--- src/rtl/reg_write_demux_pkg.sv ---
// Shared definitions for the register write demux: default widths, the
// hardwired zero-register index and the COUNT width helper.
package reg_write_demux_pkg;

  localparam int DW_DEF   = 32;
  localparam int AW_DEF   = 5;
  localparam int ZERO_REG = 0;

  // COUNT must represent 0..depth inclusive
  function automatic int cnt_w(input int depth);
    return $clog2(depth + 1);
  endfunction

endpackage

--- src/rtl/decoder_onehot.sv ---
// AW -> 2**AW one-hot decoder with enable; inverse of the read mux tree.
module decoder_onehot #(
  parameter int AW = 5
) (
  input  logic              en,
  input  logic [AW-1:0]     addr,
  output logic [2**AW-1:0]  onehot
);

  // single line raised only when enabled
  always_comb begin
    onehot = '0;
    if (en) onehot[addr] = 1'b1;
  end

endmodule

--- src/rtl/reg_write_demux.sv ---
// Register write demux: buffers write requests in a small FIFO and drains
// one per cycle into a registered one-hot write enable + shared data bus.
// Also offers a pending-write lookup for the read path.
// Optional feature macro: REG_WRITE_DEMUX_FWD_EN (youngest-match data forward).
module reg_write_demux
  import reg_write_demux_pkg::*;
#(
  parameter int DEPTH = 4,
  parameter int AW    = AW_DEF,
  parameter int DW    = DW_DEF,
  localparam int CW   = cnt_w(DEPTH),
  localparam int PW   = $clog2(DEPTH)
) (
  input  logic              CLK,
  input  logic              RST,
  input  logic              WR_VALID,
  output logic              WR_READY,
  input  logic [AW-1:0]     WR_ADDR,
  input  logic [DW-1:0]     WR_DATA,
  input  logic              HOLD,
  output logic [2**AW-1:0]  REG_WE,
  output logic [AW-1:0]     REG_WADDR,
  output logic [DW-1:0]     REG_WDATA,
  output logic [CW-1:0]     COUNT,
  input  logic [AW-1:0]     RD_ADDR,
  output logic              PEND_HIT,
  output logic [DW-1:0]     FWD_DATA
);

  typedef struct packed {
    logic [AW-1:0] addr;
    logic [DW-1:0] data;
  } entry_t;

  entry_t [DEPTH-1:0] mem_q, mem_d;
  logic [PW-1:0]      wr_ptr_q, wr_ptr_d, rd_ptr_q, rd_ptr_d;
  logic [CW-1:0]      count_q, count_d;
  logic [2**AW-1:0]   reg_we_q, reg_we_d, dec_we;
  logic [AW-1:0]      waddr_q, waddr_d;
  logic [DW-1:0]      wdata_q, wdata_d;
  logic               push, pop;
  entry_t             head;

  // ready depends on occupancy only, so a pop at the same edge cannot admit a push
  assign WR_READY = (count_q != CW'(DEPTH));
  assign push     = WR_VALID & WR_READY;
  assign pop      = ~HOLD & (count_q != '0);
  assign head     = mem_q[rd_ptr_q];

  // zero register never gets an enable line, though it still drains
  decoder_onehot #(.AW(AW)) u_dec (
    .en     (pop && (head.addr != AW'(ZERO_REG))),
    .addr   (head.addr),
    .onehot (dec_we)
  );

  // FIFO bookkeeping and output-stage next state
  always_comb begin
    mem_d    = mem_q;
    wr_ptr_d = wr_ptr_q;
    rd_ptr_d = rd_ptr_q;
    count_d  = count_q + CW'(push) - CW'(pop);
    reg_we_d = dec_we;
    waddr_d  = waddr_q;
    wdata_d  = wdata_q;
    if (push) begin
      mem_d[wr_ptr_q].addr = WR_ADDR;
      mem_d[wr_ptr_q].data = WR_DATA;
      wr_ptr_d             = wr_ptr_q + 1'b1;
    end
    if (pop) begin
      rd_ptr_d = rd_ptr_q + 1'b1;
      waddr_d  = head.addr;
      wdata_d  = head.data;
    end
  end

  // control and output stage; async reset discards buffered writes
  always_ff @(posedge CLK or negedge RST) begin
    if (!RST) begin
      wr_ptr_q <= '0;
      rd_ptr_q <= '0;
      count_q  <= '0;
      reg_we_q <= '0;
      waddr_q  <= '0;
      wdata_q  <= '0;
    end else begin
      wr_ptr_q <= wr_ptr_d;
      rd_ptr_q <= rd_ptr_d;
      count_q  <= count_d;
      reg_we_q <= reg_we_d;
      waddr_q  <= waddr_d;
      wdata_q  <= wdata_d;
    end
  end

  // storage needs no reset; validity comes from the pointers and count
  always_ff @(posedge CLK) begin
    mem_q <= mem_d;
  end

  assign REG_WE    = reg_we_q;
  assign REG_WADDR = waddr_q;
  assign REG_WDATA = wdata_q;
  assign COUNT     = count_q;

  // pending lookup: scan oldest -> youngest so the youngest match wins,
  // with the output stage (older than any buffered entry) checked first
  logic [DW-1:0] fwd;
  always_comb begin
    PEND_HIT = 1'b0;
    fwd      = '0;
    if (RD_ADDR != AW'(ZERO_REG)) begin
      if ((|reg_we_q) && (waddr_q == RD_ADDR)) begin
        PEND_HIT = 1'b1;
`ifdef REG_WRITE_DEMUX_FWD_EN
        fwd      = wdata_q;
`endif
      end
      for (int k = 0; k < DEPTH; k++) begin
        if ((CW'(k) < count_q) && (mem_q[rd_ptr_q + PW'(k)].addr == RD_ADDR)) begin
          PEND_HIT = 1'b1;
`ifdef REG_WRITE_DEMUX_FWD_EN
          fwd      = mem_q[rd_ptr_q + PW'(k)].data;
`endif
        end
      end
    end
  end

`ifdef REG_WRITE_DEMUX_FWD_EN
  assign FWD_DATA = fwd;
`else
  assign FWD_DATA = '0;
`endif

endmodule

--- config.mk ---
export PLATFORM = sky130hd
export DESIGN_NAME = reg_write_demux
export DESIGN_NICKNAME = d
export VERILOG_FILES = /design/src/rtl/reg_write_demux_pkg.sv /design/src/rtl/decoder_onehot.sv /design/src/rtl/reg_write_demux.sv
export SDC_FILE = /design/constraint.sdc
export NUM_CORES = 1
export LEC_CHECK = 0
export CELL_PAD_IN_SITES_DETAIL_PLACEMENT = 0
export CELL_PAD_IN_SITES_GLOBAL_PLACEMENT = 1
export CORE_ASPECT_RATIO = 2
export CORE_MARGIN = 10
export CORE_UTILIZATION = 45
export CTS_CLUSTER_DIAMETER = 50
export CTS_CLUSTER_SIZE = 16
export DETAILED_ROUTE_END_ITERATION = 6
export PLACE_DENSITY = 0.89
export SYNTH_ARGS = -nofsm -noshare
export SYNTH_HDL_FRONTEND = slang
export SYNTH_HIERARCHICAL = 1
export SYNTH_SLANG_ARGS = --single-unit
--- constraint.sdc ---
create_clock -name CLK -period 2.5 [get_ports CLK]
set_input_delay 0.25 -clock CLK [delete_from_list [all_inputs] [get_ports CLK]]
set_output_delay 0.25 -clock CLK [all_outputs]
set_load 0.02 [all_outputs]
# --- Word level (Yosys, flattened, before mapping) ---
# Cells that the tools add are included.
# Widths: inputs -> output; s select.
word_totals:
  reg_bits: 224
  word_cells: 76
  in_bits: 46
  output_inout_bits: 106
classes:
  add_sub_neg: 6
  n_mux: 23
  n_reduce_logical: 12
  eq_ne: 6
  magnitude_cmp: 12
  bitwise_logic: 3
ops:
  columns: ["cell", "n"]
  rows:
  - ["$bmux 37 s2", 4]
  - ["$bwmux 148", 2]
  - ["$mux 37", 5]
  - ["$demux 37 s2", 2]
  - ["$mux 32", 2]
  - ["$reduce_or 32->1", 1]
  - ["$eq 5x5->1", 5]
  - ["$lt 2x3->1 const B", 5]
  - ["$reduce_bool 5->1", 2]
  - ["$logic_and 1x1->1", 8]
  - ["$mux 1", 7]
  - ["$lt 1x3->1 const A", 2]
  - ["$lt 2x3->1 const A", 2]
  - ["$lt 5x6->1 const B", 1]
  - ["$demux 1 s5", 1]
  - ["$ge 5x1->1 const B", 1]
  - ["$add 2x1->2 const B", 2]
  - ["$add 2x2->2 const B", 2]
  - ["$add 3x1->3", 1]
  - ["$ne 3x3->1 const B", 1]
  - ["$reduce_bool 3->1", 1]
  - ["$sub 3x1->3", 1]
  - ["$and 1x1->1", 2]
  - ["$ge 2x1->1 const B", 1]
  - ["$not 1->1", 1]

# --- Depth between registers and ports, before layout ---
# Gate-level depths: netlist of run 1.
logic_depth:
  ltp_word: 9
  mapped_depth: 9
  ltp_nobuf: 9

# --- Hierarchy ---
# Netlist of run 1, hierarchy kept.
by_module_without_submodules:
  columns: ["module", "seq_area_each_um2", "cells_per_inst", "instances", "area_per_inst_um2"]
  rows:
  - ["reg_write_demux", 6346.1, 605, 1, 9786.9]
  - ["decoder_onehot", 0.0, 47, 1, 230.2]

# --- Least setup slack after synthesis of run 1 ---
# OpenSTA, ideal clock, no wires.
synth_path:
  path_kind: "reg2reg"
  startpoint: "register rd_ptr_q[0]"
  endpoint: "register reg_we_q[2] (netlist: REG_WE[2])"
  setup_ns: 0.129
  path_stages_with_launch: 7
  slack_ns: 0.287
  n_path_buf: 1
  arrival_ns: 2.085
  synth_period_minus_slack_ns: 2.213
  path_cell_list: "dfrtp_1 -> buf_6 -> mux4_2 -> or4_1 -> o21a_1 -> or4b_1 -> nor2_1"
synth_rtl:
  columns: ["item", "line_no", "rtl"]
  rows:
  - ["from (decl)", "reg_write_demux.sv:36", "logic [PW-1:0] wr_ptr_q, wr_ptr_d, rd_ptr_q, rd_ptr_d;"]
  - ["from (signal assigned)", "reg_write_demux.sv:89", "rd_ptr_q <= rd_ptr_d;"]
  - ["to (signal assigned)", "reg_write_demux.sv:91", "reg_we_q <= reg_we_d;"]
  - ["to (decl)", "reg_write_demux.sv:38", "logic [2**AW-1:0] reg_we_q, reg_we_d, dec_we;"]

# --- Final worst setup path of run 1 ---
layout_path:
  startpoint: "register rd_ptr_q[0]"
  endpoint: "output port PEND_HIT"
layout_between:
  elab_chain_len: 9
  elab_cells_between_ends: 24
  cone_classes: "add/sub (3); eq/ne (4); mux (13); reduce/logical (4)"
layout_rtl:
  columns: ["item", "line_no", "rtl"]
  rows:
  - ["$add 2x1->2 or $bmux 37 s2 (tied branches)", "reg_write_demux.sv:121", "if ((CW'(k) < count_q) && (mem_q[rd_ptr_q + PW'(k)].addr == RD_ADDR)) begin"]
  - ["$bmux 37 s2 or $mux 37 (tied branches)", "reg_write_demux.sv:121", null]
  - ["$mux 37 (not written as such) or $eq 5x5->1 (tied branches)", "reg_write_demux.sv:121", null]
  - ["$eq 5x5->1 or $logic_and 1x1->1 (tied branches)", "reg_write_demux.sv:121", null]
  - ["$logic_and 1x1->1 or $mux 1 (tied branches)", "reg_write_demux.sv:121", null]
  - ["$mux 1 (2 in series)", "reg_write_demux.sv:121", null]
  - ["$mux 1 *", "reg_write_demux.sv:121", null]
  - ["$mux 1 *", "reg_write_demux.sv:113", "if (RD_ADDR != AW'(ZERO_REG)) begin"]
  - ["to (decl)", "reg_write_demux.sv:26", "output logic PEND_HIT,"]
# Mark *: on every way between the ends. The rest lies on a longest branch, timed or not. The select of a mux whose other input is x is not followed.

==> flow_summary.toml, run 1 <==
[detailed_routing]
vias_per_cell = 5.26
wl_met2_um = 12900
wl_per_cell_um = 20.5
num_vias = 5771
highest_layer = "met4"
drt-initial-drc-count = 381
wl_met3_um = 1370
drc = 0
routed_wl_um = 22500
drt-met1-wl_um = 7480
firstDrtPassIters = 4
postRouteAntennaNets = 0

[power]
power.density_nw_per_um2 = 1180
p_total_mw = 14.6
peakVddDrop_v = 0.000664
p_leak_nw = 4.72

[clock_tree]
clkLatencyLatePin_ps = 490
cts_tree = "done"
clk_pin_slew_ps = 70
htreeDepth = 1
cts_root_buf = "clkbuf_16"
cts_buffers = 18
clockBufferDepth = 3
clock_sinks = 224

[worst_setup_path]
path_class = "reg2out"
critPathBufInv = 3
cp_max_fo = 5
max_stage_delay_ps = 520
required_ps = 2250
crit_chain = "buf_6, buf_6, mux4_2, xnor2_2, nand4_1, nor3_2, nor3_2, a21oi_2, buf_6"
critPathLaunchType = "register"
cp.arrival_ps = 2520
cpMostUsedCell = "buf_6"
cp_slowest_cell = "dfrtp_4"
crit_family = "flip-flops"
cp-end-kind = "output port"

[yosys]
avgSynthCellArea_um2 = 15.4
synth_seq_area_share = 0.634
yosys_warnings = 6
async_flop_share = 0.339
synth_top_cell_by_area = "edfxtp_1"
synth_area_um2 = 10000
ys_seq_elements = 224
synth_area_leaders = "edfxtp_1 (44%), dfrtp_1 (19%), mux4_2 (9.2%), and2_1 (8.1%), mux2_2 (4.2%)"
synth-edff-count = 148
synthCells = 652
synth_commonest_cells = "edfxtp_1 (148), and2_1 (129), dfrtp_1 (76)"
synth-main-ff-cell = "edfxtp_1"
yosysMostFrequentCell = "edfxtp_1"
synth_top_area_frac = 0.444
ys_types = 38

[floorplanning]
io_pins = 152
core_um2 = 22100
rows = 77
start_util = 0.454
die_h_um = 231
die_x_um = 126
die_area_um2 = 29000

[finish]
nets = 863
drive_gt1_frac = 0.218
fillCellCount = 1797
utilization = 0.561
syn_to_final_growth_pct = 23.5

[timing]
setup_tns_ps = -266
min_period_ps = 2770
hold_viol_final = 0
fmax_mhz = 362
rsz0062_at_grt = "yes"
fin_crit_sh = 1.11
relSlewSlack = 0.271
worst_pin_slew_ps = 1090
finalClockSkew_ps = 14.5
whs_ps = 278
slew_violations = 0
setup_violations = 1
setup_slack_ps = -266

[grt]
track_usage = 0.151
grt_first_pass_wirelength_um = 34600
antenna_found_initial = 1
grt_pass1_vias = 6398
grt_max_degree = 45
grt_overflow_total = 0

[status]
failed_checks = "negative setup slack"
status = "complete, but fails checks"

[placement]
dpl_worst_slack_ps = -329
numPortBuffers = 119
dp_hpwl_um = 15100
place_congestion = 0.834

[flow_run]
cap_violations = 0

[hold_path]
hold_path.class = "in2async"
## what timing repair did
action,in CTS,in global routing
setup buffers,6,5
pin swaps,6,11
resized for setup,18,13
endpoints found under the hold margin,32,0
hold buffers,1,0
endpoints found under the setup margin,33,33
## final timing paths
check                              from            end  slack [ps]  cells after the start
setup reg to reg            rd_ptr_q[0]      REG_WE[1]          50                      7
hold reg to reg            REG_WDATA[5]   REG_WDATA[5]         510                      1
max in group asynchronous           RST      REG_WE[0]        1590                      3
setup / recovery            rd_ptr_q[0]       PEND_HIT        -270                      9
min in group CLK             WR_ADDR[1]      mem_q[33]         400                      1
hold / removal                      RST  REG_WDATA[25]         280                      2
## flip-flops by register name, summed over array words and instances (netlist names)
name       cells
REG_WE        32
rd_ptr_q       2
REG_WADDR      5
COUNT          3
REG_WDATA     32
mem_q        148
wr_ptr_q       2
## worst reg2reg max path, cell delays in order (launching register included)
cell	delay (ps)
dfrtp_4	520
buf_12	140
mux4_2	450
buf_6	150
or4_4	530
o21a_4	270
or4b_4	230
nor2_1	40
## metrics by stage
stage                     instance area, µm²  std cells
after detailed placement               11600       1052
after global placement                 11600       1052
after floorplan                        10100        683
after CTS                              12300       1091
after global routing                   12400       1096
final                                  12400       1097
## cells by family (layout without fill, tap and decap cells)
family / Yosys count / after routing / synth area share
multiplexers: 96 / 96 / 0.157
flip-flops: 224 / 224 / 0.634
other: 1 / 33 / 0.000374
AO/OA/AOI/OAI: 10 / 10 / 0.00687
AND/OR/NAND/NOR: 204 / 204 / 0.120
buffers and inverters: 76 / 213 / 0.0426
adder cells (fa/ha/maj): 9 / 9 / 0.0120
XOR/XNOR: 32 / 32 / 0.0280
## layer usage
layer | vias up | track usage
met1 | 2914 | 0.144
met3 | 48 | 0.0363
met5 | - | 0
met2 | 206 | 0.294
li1 | 2603 | -
met4 | 0 | 0.0669
## cell type report
class	instances	area, µm²	area share
clock inverter	2	17.5	0.00142
timing repair buffer	173	1660	0.134
multi-input combinational	383	3450	0.279
inverter	8	30.0	0.00243
tap	276	345	0.0279
sequential	224	6350	0.513
antenna	1	2.50	0.000202
clock buffer	30	517	0.0418
## cells in the final DEF (no fill, tap or decap), types with 4 or more instances in the layout
cell type | synthesis | final
mux4_2 | 41 | 44
and2_1 | 129 | 129
clkdlybuf4s50_1 | 0 | 117
mux2_2 | 37 | 37
xnor2_2 | 0 | 7
nand4_1 | 6 | 6
and3_2 | 0 | 4
buf_6 | 1 | 7
clkbuf_1 | 25 | 11
inv_1 | 8 | 8
conb_1 | 1 | 32
nand2_1 | 4 | 4
mux2i_1 | 15 | 15
xnor2_1 | 23 | 16
buf_4 | 33 | 45
xor2_1 | 9 | 9
ha_1 | 8 | 8
clkbuf_16 | 0 | 19
nor4_1 | 8 | 8
edfxtp_1 | 148 | 148
dfrtp_1 | 76 | 74
nor2_1 | 35 | 35
## where the power goes
| part | switching [mW] | internal [mW] |
|---|---|---|
| Clock | 1.24 | 1.43 |
| Sequential | 0.447 | 5.13 |
| Combinational | 3.23 | 3.14 |
| Total | 4.92 | 9.70 |
No activity file was read; power rests on OpenSTA's default activity.
==> run 2: changes to the inputs <==
--- a/config.mk
+++ b/config.mk
@@ -5,6 +5,7 @@
 export SDC_FILE = /design/constraint.sdc
 export NUM_CORES = 1
 export LEC_CHECK = 0
+export ABC_CLOCK_PERIOD_IN_PS = 2500
 export CELL_PAD_IN_SITES_DETAIL_PLACEMENT = 0
 export CELL_PAD_IN_SITES_GLOBAL_PLACEMENT = 1
 export CORE_ASPECT_RATIO = 2
==> results of run 2 <==
Final layout, timing and power as in run 1 (identical DEF).
